### config.mk
export PLATFORM = sky130hd
export DESIGN_NAME = kws_psram_arbiter
export DESIGN_NICKNAME = d
export VERILOG_FILES = /design/src/rtl/kws_psram_arbiter.sv
export SDC_FILE = /design/constraint.sdc
export NUM_CORES = 1
export LEC_CHECK = 0
export CAP_MARGIN = 40
export CORE_MARGIN = 2
export CORE_UTILIZATION = 39
export DETAILED_ROUTE_END_ITERATION = 8
export PLACE_DENSITY = 0.8
export SETUP_SLACK_MARGIN = 0.4
export SLEW_MARGIN = 0
export SYNTH_ARGS = -nofsm -noshare
export SYNTH_HDL_FRONTEND = slang
export SYNTH_SLANG_ARGS = --single-unit
### constraint.sdc
create_clock -name clk -period 2.02 [get_ports clk]
set_input_delay 0.404 -clock clk [delete_from_list [all_inputs] [get_ports clk]]
set_output_delay 0.404 -clock clk [all_outputs]
set_load 0.05 [all_outputs]
### src/rtl/kws_psram_arbiter.sv
// Round-robin arbiter sharing one PSRAM controller between NUM_REQ requesters, with a watchdog.
// Define KWS_ARB_PRIO_EN to give req 0 fixed top priority (others round-robin among themselves).
module kws_psram_arbiter #(
  parameter int unsigned NUM_REQ        = 2,
  parameter int unsigned AW             = 24,
  parameter int unsigned DW             = 32,
  parameter int unsigned TIMEOUT_CYCLES = 1023
) (
  input  logic                  clk,
  input  logic                  rst,
  input  logic [NUM_REQ-1:0]    req_valid,
  input  logic [NUM_REQ-1:0]    req_we,
  input  logic [NUM_REQ*AW-1:0] req_addr,
  input  logic [NUM_REQ*DW-1:0] req_wdata,
  output logic [NUM_REQ-1:0]    req_ack,
  output logic [NUM_REQ-1:0]    req_done,
  output logic                  req_err,
  output logic [DW-1:0]         rdata,
  output logic                  mem_start,
  output logic                  mem_we,
  output logic [AW-1:0]         mem_addr,
  output logic [DW-1:0]         mem_wdata,
  input  logic [DW-1:0]         mem_rdata,
  input  logic                  mem_done,
  output logic                  busy
);

  localparam int unsigned PW = (NUM_REQ > 1) ? $clog2(NUM_REQ) : 1;
  localparam int unsigned CW = $clog2(TIMEOUT_CYCLES + 1);

  typedef enum logic [1:0] {S_IDLE, S_ISSUE, S_WAIT, S_RESP} state_t;

  state_t               r_state;
  logic [PW-1:0]        r_rr_ptr;
  logic [PW-1:0]        r_gnt;
  logic [CW-1:0]        r_cnt;
  logic [NUM_REQ-1:0]   r_ack;
  logic [NUM_REQ-1:0]   r_done;
  logic                 r_err;
  logic [DW-1:0]        r_rdata;
  logic                 r_start;
  logic                 r_mem_we;
  logic [AW-1:0]        r_mem_addr;
  logic [DW-1:0]        r_mem_wdata;
  logic                 r_busy;

  logic                 w_any;
  logic [PW-1:0]        w_gnt;
  logic [PW:0]          w_idx;
  logic [PW-1:0]        w_next_ptr;

`ifdef KWS_ARB_PRIO_EN
  logic [PW-1:0]        w_base;

  // req 0 wins outright; otherwise search 1..NUM_REQ-1 starting at the pointer
  always_comb begin
    w_any  = 1'b0;
    w_gnt  = '0;
    w_idx  = '0;
    w_base = (r_rr_ptr == '0) ? PW'(1) : r_rr_ptr;
    if (req_valid[0]) begin
      w_any = 1'b1;
    end else begin
      for (int k = int'(NUM_REQ) - 2; k >= 0; k--) begin
        w_idx = {1'b0, w_base} + (PW+1)'(k);
        if (w_idx >= (PW+1)'(NUM_REQ)) w_idx = w_idx - (PW+1)'(NUM_REQ - 1);
        if (req_valid[w_idx[PW-1:0]]) begin
          w_any = 1'b1;
          w_gnt = w_idx[PW-1:0];
        end
      end
    end
  end

  assign w_next_ptr = (r_gnt == '0)                 ? r_rr_ptr :
                      (r_gnt == PW'(NUM_REQ - 1))   ? PW'(1)   : r_gnt + PW'(1);
`else
  // Descending scan so the lowest offset from the pointer is the last (winning) assignment
  always_comb begin
    w_any = 1'b0;
    w_gnt = '0;
    w_idx = '0;
    for (int k = int'(NUM_REQ) - 1; k >= 0; k--) begin
      w_idx = {1'b0, r_rr_ptr} + (PW+1)'(k);
      if (w_idx >= (PW+1)'(NUM_REQ)) w_idx = w_idx - (PW+1)'(NUM_REQ);
      if (req_valid[w_idx[PW-1:0]]) begin
        w_any = 1'b1;
        w_gnt = w_idx[PW-1:0];
      end
    end
  end

  assign w_next_ptr = (r_gnt == PW'(NUM_REQ - 1)) ? '0 : r_gnt + PW'(1);
`endif

  always_ff @(posedge clk) begin
    if (rst) begin
      r_state     <= S_IDLE;
      r_rr_ptr    <= '0;
      r_gnt       <= '0;
      r_cnt       <= '0;
      r_ack       <= '0;
      r_done      <= '0;
      r_err       <= 1'b0;
      r_rdata     <= '0;
      r_start     <= 1'b0;
      r_mem_we    <= 1'b0;
      r_mem_addr  <= '0;
      r_mem_wdata <= '0;
      r_busy      <= 1'b0;
    end else begin
      r_ack   <= '0;
      r_done  <= '0;
      r_err   <= 1'b0;
      r_start <= 1'b0;
      case (r_state)
        S_IDLE: begin
          if (w_any) begin
            r_gnt          <= w_gnt;
            r_ack[w_gnt]   <= 1'b1;
            r_mem_we       <= req_we[w_gnt];
            r_mem_addr     <= req_addr[w_gnt*AW +: AW];
            r_mem_wdata    <= req_wdata[w_gnt*DW +: DW];
            r_start        <= 1'b1;
            r_busy         <= 1'b1;
            r_state        <= S_ISSUE;
          end
        end
        S_ISSUE: begin
          r_cnt   <= '0;
          r_state <= S_WAIT;
        end
        S_WAIT: begin
          r_cnt <= r_cnt + CW'(1);
          if (mem_done) begin
            if (!r_mem_we) r_rdata <= mem_rdata;
            r_done[r_gnt] <= 1'b1;
            r_state       <= S_RESP;
          end else if (r_cnt == CW'(TIMEOUT_CYCLES - 1)) begin
            r_err         <= 1'b1;
            r_done[r_gnt] <= 1'b1;
            r_state       <= S_RESP;
          end
        end
        S_RESP: begin
          r_rr_ptr <= w_next_ptr;
          r_busy   <= 1'b0;
          r_state  <= S_IDLE;
        end
        default: r_state <= S_IDLE;
      endcase
    end
  end

  assign req_ack   = r_ack;
  assign req_done  = r_done;
  assign req_err   = r_err;
  assign rdata     = r_rdata;
  assign mem_start = r_start;
  assign mem_we    = r_mem_we;
  assign mem_addr  = r_mem_addr;
  assign mem_wdata = r_mem_wdata;
  assign busy      = r_busy;

endmodule

### Yosys cells after proc, flatten, opt, wreduce, memory -nomap -nowiden

Cells that the tools add are included.

| word-level totals | value |
|---|---|
| bits in registers | 110 |
| input port bits | 151 |
| output and inout port bits | 96 |
| word-level logic and storage cells | 80 |

| operators by class | value |
|---|---|
| $add $sub $neg | 5 |
| multiply operators | 1 |
| order comparisons | 8 |
| equal/unequal tests | 6 |
| shift-type cells | 2 |
| muxes and demuxes | 28 |
| bitwise operators | 4 |
| reductions and logical operators | 13 |

Operator list:

| cell | number |
|---|---|
| $shiftx 64x7->32 | 1 |
| $shiftx 48x7->24 | 1 |
| $pmux 10 s2 | 1 |
| $mux 1 | 18 |
| $add 10x1->10 const B | 1 |
| $eq 10x10->1 const B | 1 |
| $mux 2 | 5 |
| $lt 1x2->1 const B | 4 |
| $pmux 2 s4 | 1 |
| $reduce_and 2->1 | 3 |
| $reduce_or 3->1 | 2 |
| $eq 2x2->1 const B | 2 |
| $not 1->1 | 4 |
| $reduce_bool 2->1 | 2 |
| $reduce_or 2->1 | 2 |
| $mul 1x2->3 const B | 1 |
| $ne 3x3->1 const B | 1 |
| $reduce_and 3->1 | 1 |
| $add 1x1->2 const B | 1 |
| $demux 1 s1 | 2 |
| $eq 2x1->1 const B | 1 |
| $ge 1x1->1 const B | 2 |
| $ge 1x2->1 const B | 1 |
| $ge 2x2->1 const B | 1 |
| 6 further kinds | 8 |

### Longest topological paths before layout

| logic depth | value |
|---|---|
| depth after elaboration | 11 |
| mapped depth | 8 |
| gate-level depth less buffers | 6 |

### Least setup slack after synthesis

OpenSTA, ideal clock, no wires.

| timing | value |
|---|---|
| path type | reg-to-reg |
| from | register r_state[0] |
| to | register r_rdata[2], in the netlist rdata[2] |
| setup time | 0.137 ns |
| arrival | 1.442 ns |
| required time | 1.883 ns |
| path slack | 0.441 ns |
| stages on the path, launching flop included | 9 |
| buffers on the path | 2 |
| period minus slack after synthesis | 1.579 ns |
| cells stage by stage | dfxtp_1 > inv_1 > ha_1 > inv_1 > or3_1 > clkbuf_1 > buf_2 > nand2_1 > a21oi_1 |

| on the way | value |
|---|---|
| word-level cells in the longest chain between the ends | 2 |

RTL lines:

| item | RTL line | source |
|---|---|---|
| start: declaration | 33 | `state_t r_state;` |
| start signal: assignment | 98 | `r_state <= S_IDLE;` |
| start signal: assignment | 126 | `r_state <= S_ISSUE;` |
| start signal: assignment | 131 | `r_state <= S_WAIT;` |
| $eq 2x2->1 | 116 | `case (r_state)` |
| $reduce_and 3->1 (no line) | -- |  |
| end signal: assignment | 136 | `if (!r_mem_we) r_rdata <= mem_rdata;` |
| end: declaration | 40 | `logic [DW-1:0] r_rdata;` |

No other way between the ends.
A chain may end at the register's enable or synchronous reset.

### Worst setup path after layout

| timing | value |
|---|---|
| from | register r_mem_addr[8], in the netlist mem_addr[8] |
| to | output mem_addr[8] |

RTL lines:

| item | RTL line | source |
|---|---|---|
| start: declaration | 43 | `logic [AW-1:0] r_mem_addr;` |
| start signal: assignment | 122 | `r_mem_addr <= req_addr[w_gnt*AW +: AW];` |
| end: declaration | 21 | `output logic [AW-1:0] mem_addr,` |

No word-level cell between the ends.

==> metrics <==
status finished clean; Routed Antenna Nets 0; dpl hpwl 9953 µm; Sink Count 110; CP Launch Type flop; f_max 0.6259 GHz; post-synthesis simple-gate area fraction 0.1497; static leakage 3.155 nW; final period utilization 0.7909; TritonCTS buffer count 9; Post-Syn Nets 656; Synth Area in Adders 0.01652; leading cell types in the layout, fill and taps excluded clkdlybuf4s50_1 (147), dfxtp_1 (108), nand2_1 (72); largest net degree at the start of global routing 60; synthesized cell area 4546 µm²; CTS tree built; Worst EP required between 1500 and 2000 ps; Core Region 11420 µm²; Final Hold Fails 0; critical path's largest stage delay ~520 ps; first-pass GRT wire length 21070 µm; Area Overhead vs Synth 66.23%; Power Density between 1000 and 1500 nW/µm²; Mean Syn Cell Area 9.109 µm²; Post-synth top flop dfxtp_1; Least-Margin Pin Slew around 520 ps; Worst slew margin 0.6567; Syn Inst Count around 500; Slowest-stage cell, CP clkdlybuf4s15_1; Synth Register Bits 110; worst-skew pair later-pin latency between 300 and 400 ps; Final nets ~900; RSZ-0062 raised after global routing no; sequential fraction of the synthesis area 0.4844; vias 4506; max_cap viols 0; grt total ovfl 0; CP arrival around 1200 ps; n_diodes 0; share of layout cells above drive strength 1 0.1732; clk buf depth 2; most common cell after layout, fill and taps aside clkdlybuf4s50_1; Final setup viols 0; DR pass1 iterations 4; CP Cell Sequence clkdlybuf4s15_1; clock root buffer master clkbuf_16; DR iter-0 viols 324; setup total negative slack 0 ps; crit path capture type primary output; RePlAce Congestion 0.8172; H-Tree Depth 3; Hold/Removal Path Class in2reg; vias in the first global route ~4300; fin. max-slew vios 0; die area 12540 µm²; DRC Markers 0; num rows 39; Post-synth EDFFs 0; Port Buffer Count 246; post-synthesis xor/xnor area fraction 0.01349; Async SR Flop Fraction 0; Compound-Gate Fraction of Synth Area 0.1569; fill count 932; reg2reg setup slack 470 ps; I/O Pins about 250; cell family with most CP delay buffers and inverters; mux share of post-synthesis cell area 0.1299; largest family of logic cells by synthesized area compound AO/OA/AOI/OAI gates; Total GRT Usage 0.2065; Yosys cell types 33; clk_skew 11.39 ps; WL final 14270 µm; Crit Path Category reg2out; Tmin final 1598 ps; initial antenna violation count 0; maximum VDD drop 0.6683 mV; final core occ 0.6617; Avg WL per Cell 16.06 µm; CP Max Fanout 2; Die X 112.0 µm; Reg clk slew, reported paths 80 ps; Starting Density 0.3981; die height ~110 µm; worst path bufs/invs 1; DR vias/cell 5.074; warnings from Yosys 0
## cell families after synthesis
logic type	Yosys count
xor+xnor	7
simple gates	168
compound gates	103
flops	110
fa+ha+maj	6
mux	59
buf+inv	46
## report_power, final
part	internal, mW	total (mW)	switching, mW
Combinational	1.67	4.85	3.18
Sequential	2.69	2.97	0.285
Clock	1.11	1.95	0.847
Total	5.46	9.78	4.31
## cell type report
class / count / area (µm²) / share of cell area
Clock inverter: 7 / 105.1 / 0.01391
Sequential cell: 110 / 2205 / 0.2918
Tap cell: 143 / 178.9 / 0.02368
Multi-Input combinational cell: 343 / 2188 / 0.2896
Clock buffer: 9 / 225.2 / 0.02981
Inverter: 8 / 30.03 / 0.003974
Timing Repair Buffer: 268 / 2624 / 0.3472
## flip-flops by register name (all words and copies together), names as in the netlist, 2 cells and up
| signal | cells |
|---|---|
| mem_addr | 24 |
| r_state | 2 |
| mem_wdata | 32 |
| req_ack | 2 |
| req_done | 2 |
| rdata | 32 |
| r_cnt | 10 |
## through the flow
stage               std cells  hold slack [ps]  setup WS (ps)  total power, mW  area, µm²
floorplan                 499            423.5          440.8            6.101       4546
global placement          860            441.9          99.43            7.656       7162
detailed placement        860            444.7          9.725            7.760       7162
CTS                       879            441.3          342.3            9.600       7531
global route              888            463.1          392.2            10.25       7556
finish                    888            441.9          422.3            9.776       7556
## worst paths after layout
path | start | to | cells past startpoint
setup reg to reg | r_state[0] | rdata[15] | 7
hold reg to reg | r_gnt | req_done[0] | 1
hold / removal | rst | rdata[9] | 2
setup / recovery | mem_addr[8] | mem_addr[8] | 1
## Yosys cell counts (2+ instances only)
cell	instances	area, µm²
buf_1	2	7.510
clkbuf_1	17	63.81
xnor2_1	4	35.03
buf_2	13	65.06
nand4_1	3	18.77
a21oi_1	37	185.2
nand3_1	4	20.02
xor2_1	3	26.28
o21ai_0	2	10.01
nor2_1	70	262.8
mux2i_1	59	590.6
a211oi_1	51	382.9
inv_1	7	26.28
nand2_1	72	270.3
nor3_1	9	45.04
dfxtp_1	110	2202
buf_4	4	30.03
a211oi_2	7	87.58
or3_1	2	12.51
ha_1	6	75.07
nand2b_1	5	31.28
## what timing repair did
action                                  4_1_cts  5_1_grt
cloned                                        0        4
gates resized for setup                     183       80
pin swaps                                     3        6
buffers inserted                              3        5
hold buffers                                  0        0
endpoints found under the setup margin      100      124
## per-layer routing
metal	vias to the layer above	global-route usage	part of all wire
met5	-	0	0
met4	0	0.08537	0.023
met3	23	0.06696	0.085
met2	215	0.3725	0.51
met1	2066	0.2226	0.39
li1	2202	-	-
Note: power is estimated with default switching activity, not from simulation.
